**src/rtl/psum_accumulator_pkg.sv**
```systemverilog
// Shared definitions for the PE partial-sum stage: FSM encoding and saturation bounds.
package psum_accumulator_pkg;

   typedef enum logic [1:0] {
      IDLE      = 2'd0,
      ACCUM     = 2'd1,
      WAIT_XFER = 2'd2
   } state_t;

   // Bounds are returned 64 bits wide; callers cast down to their accumulator width.
   function automatic logic [63:0] sat_max(input int w);
      return (64'd1 << (w - 1)) - 64'd1;
   endfunction

   function automatic logic [63:0] sat_min(input int w);
      return ~sat_max(w);
   endfunction

endpackage

```
**src/rtl/psum_accumulator_if.sv**
```systemverilog
// Product stream, control and column shift-chain signals of one partial-sum stage.
// Handshake: a product is taken on a rising edge when i_valid is high and o_stall is low;
// while o_stall is high upstream keeps i_prod/i_last stable and the stage ignores i_valid.
interface psum_accumulator_if #(
   parameter int PROD_W = 16,
   parameter int ACC_W  = 24
);
   logic                     i_valid;
   logic signed [PROD_W-1:0] i_prod;
   logic                     i_last;
   logic                     i_clear;
   logic                     i_shift;
   logic [ACC_W-1:0]         i_chain_in;
   logic [ACC_W-1:0]         o_chain_out;
   logic                     o_shadow_full;
   logic                     o_stall;
   logic                     o_acc_ovf;
   logic [1:0]               o_dbg_state;
   logic [ACC_W-1:0]         o_dbg_acc;

   modport master (
      output i_valid, i_prod, i_last, i_clear, i_shift, i_chain_in,
      input  o_chain_out, o_shadow_full, o_stall, o_acc_ovf, o_dbg_state, o_dbg_acc
   );

   modport slave (
      input  i_valid, i_prod, i_last, i_clear, i_shift, i_chain_in,
      output o_chain_out, o_shadow_full, o_stall, o_acc_ovf, o_dbg_state, o_dbg_acc
   );
endinterface

```
**src/rtl/Adder_truah.sv**
```systemverilog
// Truncated approximate adder: the IGNORE_BIT LSBs of both operands are zeroed before the add.
module Adder_truah #(
   parameter int WIDTH_A    = 24,
   parameter int WIDTH_B    = 24,
   parameter int IGNORE_BIT = 0
) (
   input  logic [WIDTH_A-1:0] a,
   input  logic [WIDTH_B-1:0] b,
   output logic [WIDTH_A-1:0] sum
);
   localparam logic [WIDTH_A-1:0] MASK_A = {WIDTH_A{1'b1}} << IGNORE_BIT;
   localparam logic [WIDTH_B-1:0] MASK_B = {WIDTH_B{1'b1}} << IGNORE_BIT;

   logic [WIDTH_B-1:0] b_m;
   logic [WIDTH_A-1:0] b_ext;

   assign b_m   = b & MASK_B;
   // b is sign-extended when narrower than a; the sum wraps at WIDTH_A.
   assign b_ext = WIDTH_A'($signed(b_m));
   assign sum   = (a & MASK_A) + b_ext;
endmodule

```
**src/rtl/psum_accumulator.sv**
```systemverilog
// PE partial-sum accumulator with a shadow register on the column shift chain.
// Build option PSUM_ACC_SAT_EN: saturate on signed overflow instead of wrapping.
module psum_accumulator
   import psum_accumulator_pkg::*;
#(
   parameter int PROD_W     = 16,
   parameter int ACC_W      = 24,
   parameter int IGNORE_BIT = 0
) (
   input  logic         i_clk,
   input  logic         i_rstn,
   psum_accumulator_if.slave bus
);
   state_t           state_q, state_d;
   logic [ACC_W-1:0] acc_q, acc_d;
   logic             ovf_q, ovf_d;
   logic [ACC_W-1:0] shadow_q;
   logic             full_q;

   logic [ACC_W-1:0] ext;
   logic [ACC_W-1:0] add_raw;
   logic [ACC_W-1:0] next;
   logic             add_ovf;
   logic             stall;
   logic             accept;
   logic             xfer_req;
   logic             xfer_ok;
   logic [ACC_W-1:0] xfer_val;

   assign ext = ACC_W'($signed(bus.i_prod));

   Adder_truah #(
      .WIDTH_A    (ACC_W),
      .WIDTH_B    (ACC_W),
      .IGNORE_BIT (IGNORE_BIT)
   ) u_adder (
      .a   (acc_q),
      .b   (ext),
      .sum (add_raw)
   );

   assign add_ovf = (acc_q[ACC_W-1] == ext[ACC_W-1]) && (add_raw[ACC_W-1] != acc_q[ACC_W-1]);

`ifdef PSUM_ACC_SAT_EN
   localparam logic [ACC_W-1:0] SAT_MAX = ACC_W'(sat_max(ACC_W));
   localparam logic [ACC_W-1:0] SAT_MIN = ACC_W'(sat_min(ACC_W));

   // Both operands share the sign on overflow, so the accumulator sign picks the rail.
   assign next = !add_ovf ? add_raw : (acc_q[ACC_W-1] ? SAT_MIN : SAT_MAX);
`else
   assign next = add_raw;
`endif

   assign stall  = (state_q == WAIT_XFER);
   assign accept = bus.i_valid && !stall;

   always_comb begin
      state_d  = state_q;
      acc_d    = acc_q;
      ovf_d    = ovf_q;
      xfer_req = 1'b0;
      xfer_val = acc_q;
      xfer_ok  = 1'b0;

      unique case (state_q)
         IDLE, ACCUM: begin
            if (accept) begin
               if (add_ovf) ovf_d = 1'b1;
               if (bus.i_last) begin
                  xfer_req = 1'b1;
                  xfer_val = next;
               end else begin
                  acc_d   = next;
                  state_d = ACCUM;
               end
            end
         end
         WAIT_XFER: xfer_req = 1'b1;
         default:   state_d  = IDLE;
      endcase

      // A shift in the same cycle blocks the transfer; the value is parked in acc.
      if (xfer_req) begin
         if (!full_q && !bus.i_shift) begin
            xfer_ok = 1'b1;
            acc_d   = '0;
            ovf_d   = 1'b0;
            state_d = IDLE;
         end else begin
            acc_d   = xfer_val;
            state_d = WAIT_XFER;
         end
      end

      if (bus.i_clear) begin
         xfer_ok = 1'b0;
         acc_d   = '0;
         ovf_d   = 1'b0;
         state_d = IDLE;
      end
   end

   always_ff @(posedge i_clk or negedge i_rstn) begin
      if (!i_rstn) begin
         state_q <= IDLE;
         acc_q   <= '0;
         ovf_q   <= 1'b0;
      end else begin
         state_q <= state_d;
         acc_q   <= acc_d;
         ovf_q   <= ovf_d;
      end
   end

   always_ff @(posedge i_clk or negedge i_rstn) begin
      if (!i_rstn) begin
         shadow_q <= '0;
         full_q   <= 1'b0;
      end else if (bus.i_shift) begin
         shadow_q <= bus.i_chain_in;
         full_q   <= 1'b0;
      end else if (xfer_ok) begin
         shadow_q <= xfer_val;
         full_q   <= 1'b1;
      end
   end

   assign bus.o_chain_out   = shadow_q;
   assign bus.o_shadow_full = full_q;
   assign bus.o_stall       = stall;
   assign bus.o_acc_ovf     = ovf_q;
   assign bus.o_dbg_state   = state_q;
   assign bus.o_dbg_acc     = acc_q;
endmodule

```
**src/flat_wrapper.sv**
```systemverilog
// flat-port wrapper written by rule: the top's interface ports become plain ports
module psum_accumulator_flat import psum_accumulator_pkg::*;
#(
   parameter int PROD_W     = 16,
   parameter int ACC_W      = 24,
   parameter int IGNORE_BIT = 0
)
  (i_clk, i_rstn, bus_i_valid, bus_i_prod, bus_i_last, bus_i_clear, bus_i_shift, bus_i_chain_in, bus_o_chain_out, bus_o_shadow_full, bus_o_stall, bus_o_acc_ovf, bus_o_dbg_state, bus_o_dbg_acc);
  psum_accumulator_if #(.PROD_W(PROD_W), .ACC_W(ACC_W)) bus_i ();
  input  logic i_clk;
  input  logic i_rstn;
  input wire logic [$bits(bus_i.i_valid)-1:0] bus_i_valid;
  input wire logic [$bits(bus_i.i_prod)-1:0] bus_i_prod;
  input wire logic [$bits(bus_i.i_last)-1:0] bus_i_last;
  input wire logic [$bits(bus_i.i_clear)-1:0] bus_i_clear;
  input wire logic [$bits(bus_i.i_shift)-1:0] bus_i_shift;
  input wire logic [$bits(bus_i.i_chain_in)-1:0] bus_i_chain_in;
  output wire logic [$bits(bus_i.o_chain_out)-1:0] bus_o_chain_out;
  output wire logic [$bits(bus_i.o_shadow_full)-1:0] bus_o_shadow_full;
  output wire logic [$bits(bus_i.o_stall)-1:0] bus_o_stall;
  output wire logic [$bits(bus_i.o_acc_ovf)-1:0] bus_o_acc_ovf;
  output wire logic [$bits(bus_i.o_dbg_state)-1:0] bus_o_dbg_state;
  output wire logic [$bits(bus_i.o_dbg_acc)-1:0] bus_o_dbg_acc;
  assign bus_i.i_valid = bus_i_valid;
  assign bus_i.i_prod = bus_i_prod;
  assign bus_i.i_last = bus_i_last;
  assign bus_i.i_clear = bus_i_clear;
  assign bus_i.i_shift = bus_i_shift;
  assign bus_i.i_chain_in = bus_i_chain_in;
  assign bus_o_chain_out = bus_i.o_chain_out;
  assign bus_o_shadow_full = bus_i.o_shadow_full;
  assign bus_o_stall = bus_i.o_stall;
  assign bus_o_acc_ovf = bus_i.o_acc_ovf;
  assign bus_o_dbg_state = bus_i.o_dbg_state;
  assign bus_o_dbg_acc = bus_i.o_dbg_acc;
  psum_accumulator #(.PROD_W(PROD_W), .ACC_W(ACC_W), .IGNORE_BIT(IGNORE_BIT)) u_core (.i_clk(i_clk), .i_rstn(i_rstn), .bus(bus_i));
endmodule
```
**config.mk**
```make
export PLATFORM = sky130hd
export DESIGN_NAME = psum_accumulator_flat
export DESIGN_NICKNAME = d
export VERILOG_FILES = /design/src/rtl/psum_accumulator_pkg.sv /design/src/rtl/psum_accumulator_if.sv /design/src/rtl/Adder_truah.sv /design/src/rtl/psum_accumulator.sv /design/src/flat_wrapper.sv
export SDC_FILE = /design/constraint.sdc
export NUM_CORES = 1
export LEC_CHECK = 0
export ABC_AREA = 0
export CAP_MARGIN = 30
export CORE_UTILIZATION = 49
export DETAILED_ROUTE_END_ITERATION = 16
export PLACE_DENSITY = 0.79
export SLEW_MARGIN = 30
export SYNTH_ARGS = -nofsm -noshare
export SYNTH_HDL_FRONTEND = slang
export SYNTH_SLANG_ARGS = --single-unit
```
**constraint.sdc**
```tcl
create_clock -name i_clk -period 3 [get_ports i_clk]
set_input_delay 0.6 -clock i_clk [delete_from_list [all_inputs] [get_ports i_clk]]
set_output_delay 0.6 -clock i_clk [all_outputs]
set_load 0.02 [all_outputs]
```
==> impl_metrics.tcl <==
set metrics [dict create \
    outcome "completed" \
    drtIter0Drc 315 \
    numCtsBuffers 5 \
    synth_cell_type_count 56 \
    skew_ns 0.00666 \
    postCtsHoldBufs 0 \
    die_x_um 86.6 \
    track_usage 0.295 \
    synth.ff_latch_count 52 \
    ant_nets 0 \
    cts.sinks 52 \
    reg2reg_slack_ns 0.27 \
    synth_nets 431 \
    slew_violations 0 \
    top_level_ports 99 \
    fin_crit_sh 0.989 \
    yosys_warnings 0 \
    numPortBuffers 98 \
    rsz0062_at_grt "yes" \
    hp-class "in -> async" \
    peakVddDrop_v 0.000277 \
    fin_crit_ns 2.97 \
    via_count 3546 \
    synth_edf_count 0 \
    drc 0 \
    synthesis.area_um2 3500 \
    relSlewSlack 0.496 \
    core_um2 6830 \
    synth_top_area_frac 0.371 \
    path_max_fanout 3 \
    cp-end-kind "register" \
    timing.rr.end "u_core.bus.o_dbg_acc[23]" \
    max_slew.worst_pin.slew_ns 0.753 \
    p_per_area_nw_per_um2 491 \
    cp-startpoint "bus_i_prod[0]" \
    nFillCells 518 \
    critical_path_class "in -> reg" \
    r2r-start "u_core.bus.o_dbg_acc[1]" \
    timing.fmax_mhz 337 \
    pre_cts_slack_ns -0.420 \
    clk_pin_slew_ns 0.10 \
    yosys-top-cells-count "dfrtp_1, a22o_1, nand2_1" \
    p_leak_nw 2.39 \
    synth.most_common_cell "dfrtp_1" \
    cts_root_buffer "clkbuf_8" \
    syn_inst 361 \
    wire_per_inst_um 18.2 \
    timing.max_cap.violations 0 \
    avgSynthCellArea_um2 9.70 \
    htreeDepth 2 \
    grt_pass1_wl_um 17100 \
    first_pass_iters 5 \
    routed_via_density 5.86 \
    place.gp.congestion 0.880 \
    startpoint_type "input port" \
    critPathRequiredTime_ns 3.20 \
    final_hold_viol_count 0 \
    whs_ns 0.229 \
    ys_async_sr_fraction 1.00 \
    die_area_um2 7490 \
    post_synth_main_area_contributors "dfrtp_1, ha_1, a22o_1" \
    cp.arrival_ns 3.16 \
    overflow 0 \
    area_growth_pct 46.7 \
    grt_antenna_before_repair 0 \
    die_y_um 86.6 \
    layout_setup_ws_ns 0.0343 \
    nNetsFinal 578 \
    r2r_cells 10 \
    grt_pass1_vias 3429 \
    diodes 0 \
    worstSkewPairLatency_ns 0.31 \
    drive_above_1_share 0.177 \
    synth_top_cell_by_area "dfrtp_1" \
    synth_flop_cell "dfrtp_1" \
    placementRows 30 \
    cts_tree "built" \
    crit_path_end "u_core.bus.o_dbg_acc[23]" \
    clk_path_buf_depth 2 \
    start_util 0.513 \
    grt_max_degree 36 \
    ys_seq_area_frac 0.371 \
    setup_viol 0 \
    wirelength_um 11000 \
    dp.final_hpwl_um 8150 \
]
critical path: stages:
cell and delay (ns):
clkdlybuf4s50_1 0.41, ha_2 0.19, buf_4 0.15, a211oi_4 0.24
o21bai_2 0.11, o211ai_1 0.23, o2111ai_2 0.18, a311oi_2 0.33
buf_4 0.19, xnor2_2 0.10, nor4b_4 0.14, a211o_1 0.28
cell type report:
| class | instances | area [µm²] | area share |
|---|---|---|---|
| Sequential cell | 52 | 1300 | 0.253 |
| Clock buffer | 5 | 68.8 | 0.0134 |
| Timing Repair Buffer | 157 | 1450 | 0.282 |
| Tap cell | 96 | 120 | 0.0234 |
| Multi-Input combinational cell | 285 | 2150 | 0.418 |
| Inverter | 7 | 26.3 | 0.00511 |
| Clock inverter | 3 | 23.8 | 0.00463 |
what timing repair did:
action                     CTS  global route
setup endpoints to repair    3             7
gates resized for setup      2            11
setup buffers                0             5
pin swaps                    1            10
flip-flops by register name, summed over array words and instances (netlist names):
register                  count
u_core.bus.o_chain_out       24
u_core.bus.o_dbg_acc         24
u_core.bus.o_shadow_full      1
u_core.bus.o_dbg_state        2
u_core.bus.o_acc_ovf          1
how the worst min path moves through the flow:
| stage | startpoint | end | slack (ns) | cells past startpoint |
|---|---|---|---|---|
| 2_1_floorplan | i_rstn | u_core.bus.o_acc_ovf | 0.30 | 0 |
| 3_3_place_gp | u_core.bus.o_dbg_state[1] | u_core.bus.o_dbg_state[0] | 0.47 | 1 |
| 3_5_place_dp | u_core.bus.o_dbg_state[1] | u_core.bus.o_dbg_state[0] | 0.47 | 1 |
| 4_1_cts | i_rstn | u_core.bus.o_chain_out[6] | 0.24 | 1 |
| 5_1_grt | i_rstn | u_core.bus.o_dbg_acc[11] | 0.26 | 1 |
| 6_report | i_rstn | u_core.bus.o_chain_out[6] | 0.23 | 1 |
routing by layer:
layer / part of all wire / vias to the layer above / track usage
met5: 0 / - / 0
met4: 0.013 / 0 / 0.0788
met3: 0.065 / 14 / 0.0343
met2: 0.47 / 143 / 0.467
met1: 0.45 / 1724 / 0.428
li1: - / 1665 / -
through the flow:
step / cell area [µm²] / total power, W / TNS [ns] / std cells / utilization
2_1_floorplan: 3500 / 0.00153 / 0 / 361 / -
3_3_place_gp: 4940 / 0.00203 / -3.97 / 592 / 0.723
3_5_place_dp: 4940 / 0.00206 / -4.91 / 592 / 0.723
4_1_cts: 5040 / 0.00248 / 0 / 600 / 0.738
5_1_grt: 5140 / 0.00265 / -0.158 / 605 / 0.752
6_report: 5140 / 0.00252 / 0 / 605 / 0.752
report_power, final:
group | internal (W) | switching, W | leakage [nW]
clock network | 0.000166 | 0.000255 | 0.0404
logic | 0.000623 | 0.000609 | 1.69
registers | 0.000783 | 0.0000874 | 0.667
total | 0.00157 | 0.000951 | 2.39
logic make-up (layout without fill, tap and decap cells):
family / count (synthesis) / after routing / share of synthesized area
DFF: 52 / 52 / 0.371
adders and majority gates: 24 / 24 / 0.0879
AOI/OAI and AO/OA: 137 / 137 / 0.296
xor gates and xnor gates: 20 / 20 / 0.0500
buffers and inverters: 24 / 172 / 0.0339
and+or+nand+nor: 94 / 94 / 0.132
muxes: 10 / 10 / 0.0286
cell usage in the layout (no fill, tap or decap), types with 2 or more instances in the layout:
cell type / Yosys / routed
a211o_1: 2 / 2
a21o_1: 13 / 13
a21oi_1: 20 / 19
a21oi_2: 2 / 3
a221o_1: 11 / 11
a22o_1: 31 / 31
a22oi_1: 6 / 6
a31oi_1: 2 / 2
and2_1: 3 / 3
and3_1: 2 / 2
buf_12: 0 / 2
buf_4: 0 / 57
clkbuf_8: 0 / 5
clkdlybuf4s50_1: 0 / 95
clkinvlp_4: 0 / 2
dfrtp_1: 52 / 52
dlymetal6s2s_1: 0 / 2
ha_1: 23 / 20
ha_4: 0 / 2
inv_1: 6 / 6
mux2i_1: 10 / 10
nand2_1: 30 / 30
nand2b_1: 5 / 5
nand3_1: 4 / 4
nand4_1: 2 / 2
nor2_1: 26 / 26
nor2_2: 3 / 3
nor2b_1: 4 / 4
nor3_1: 8 / 7
o211ai_1: 2 / 2
o21a_1: 2 / 2
o21ai_0: 16 / 15
o21ai_1: 3 / 2
o21ai_2: 0 / 2
o21bai_1: 4 / 2
o21bai_2: 0 / 2
o221ai_1: 7 / 7
o22ai_1: 4 / 4
xnor2_1: 14 / 13
xor2_1: 6 / 6
No activity file was read; power rests on OpenSTA's default activity.
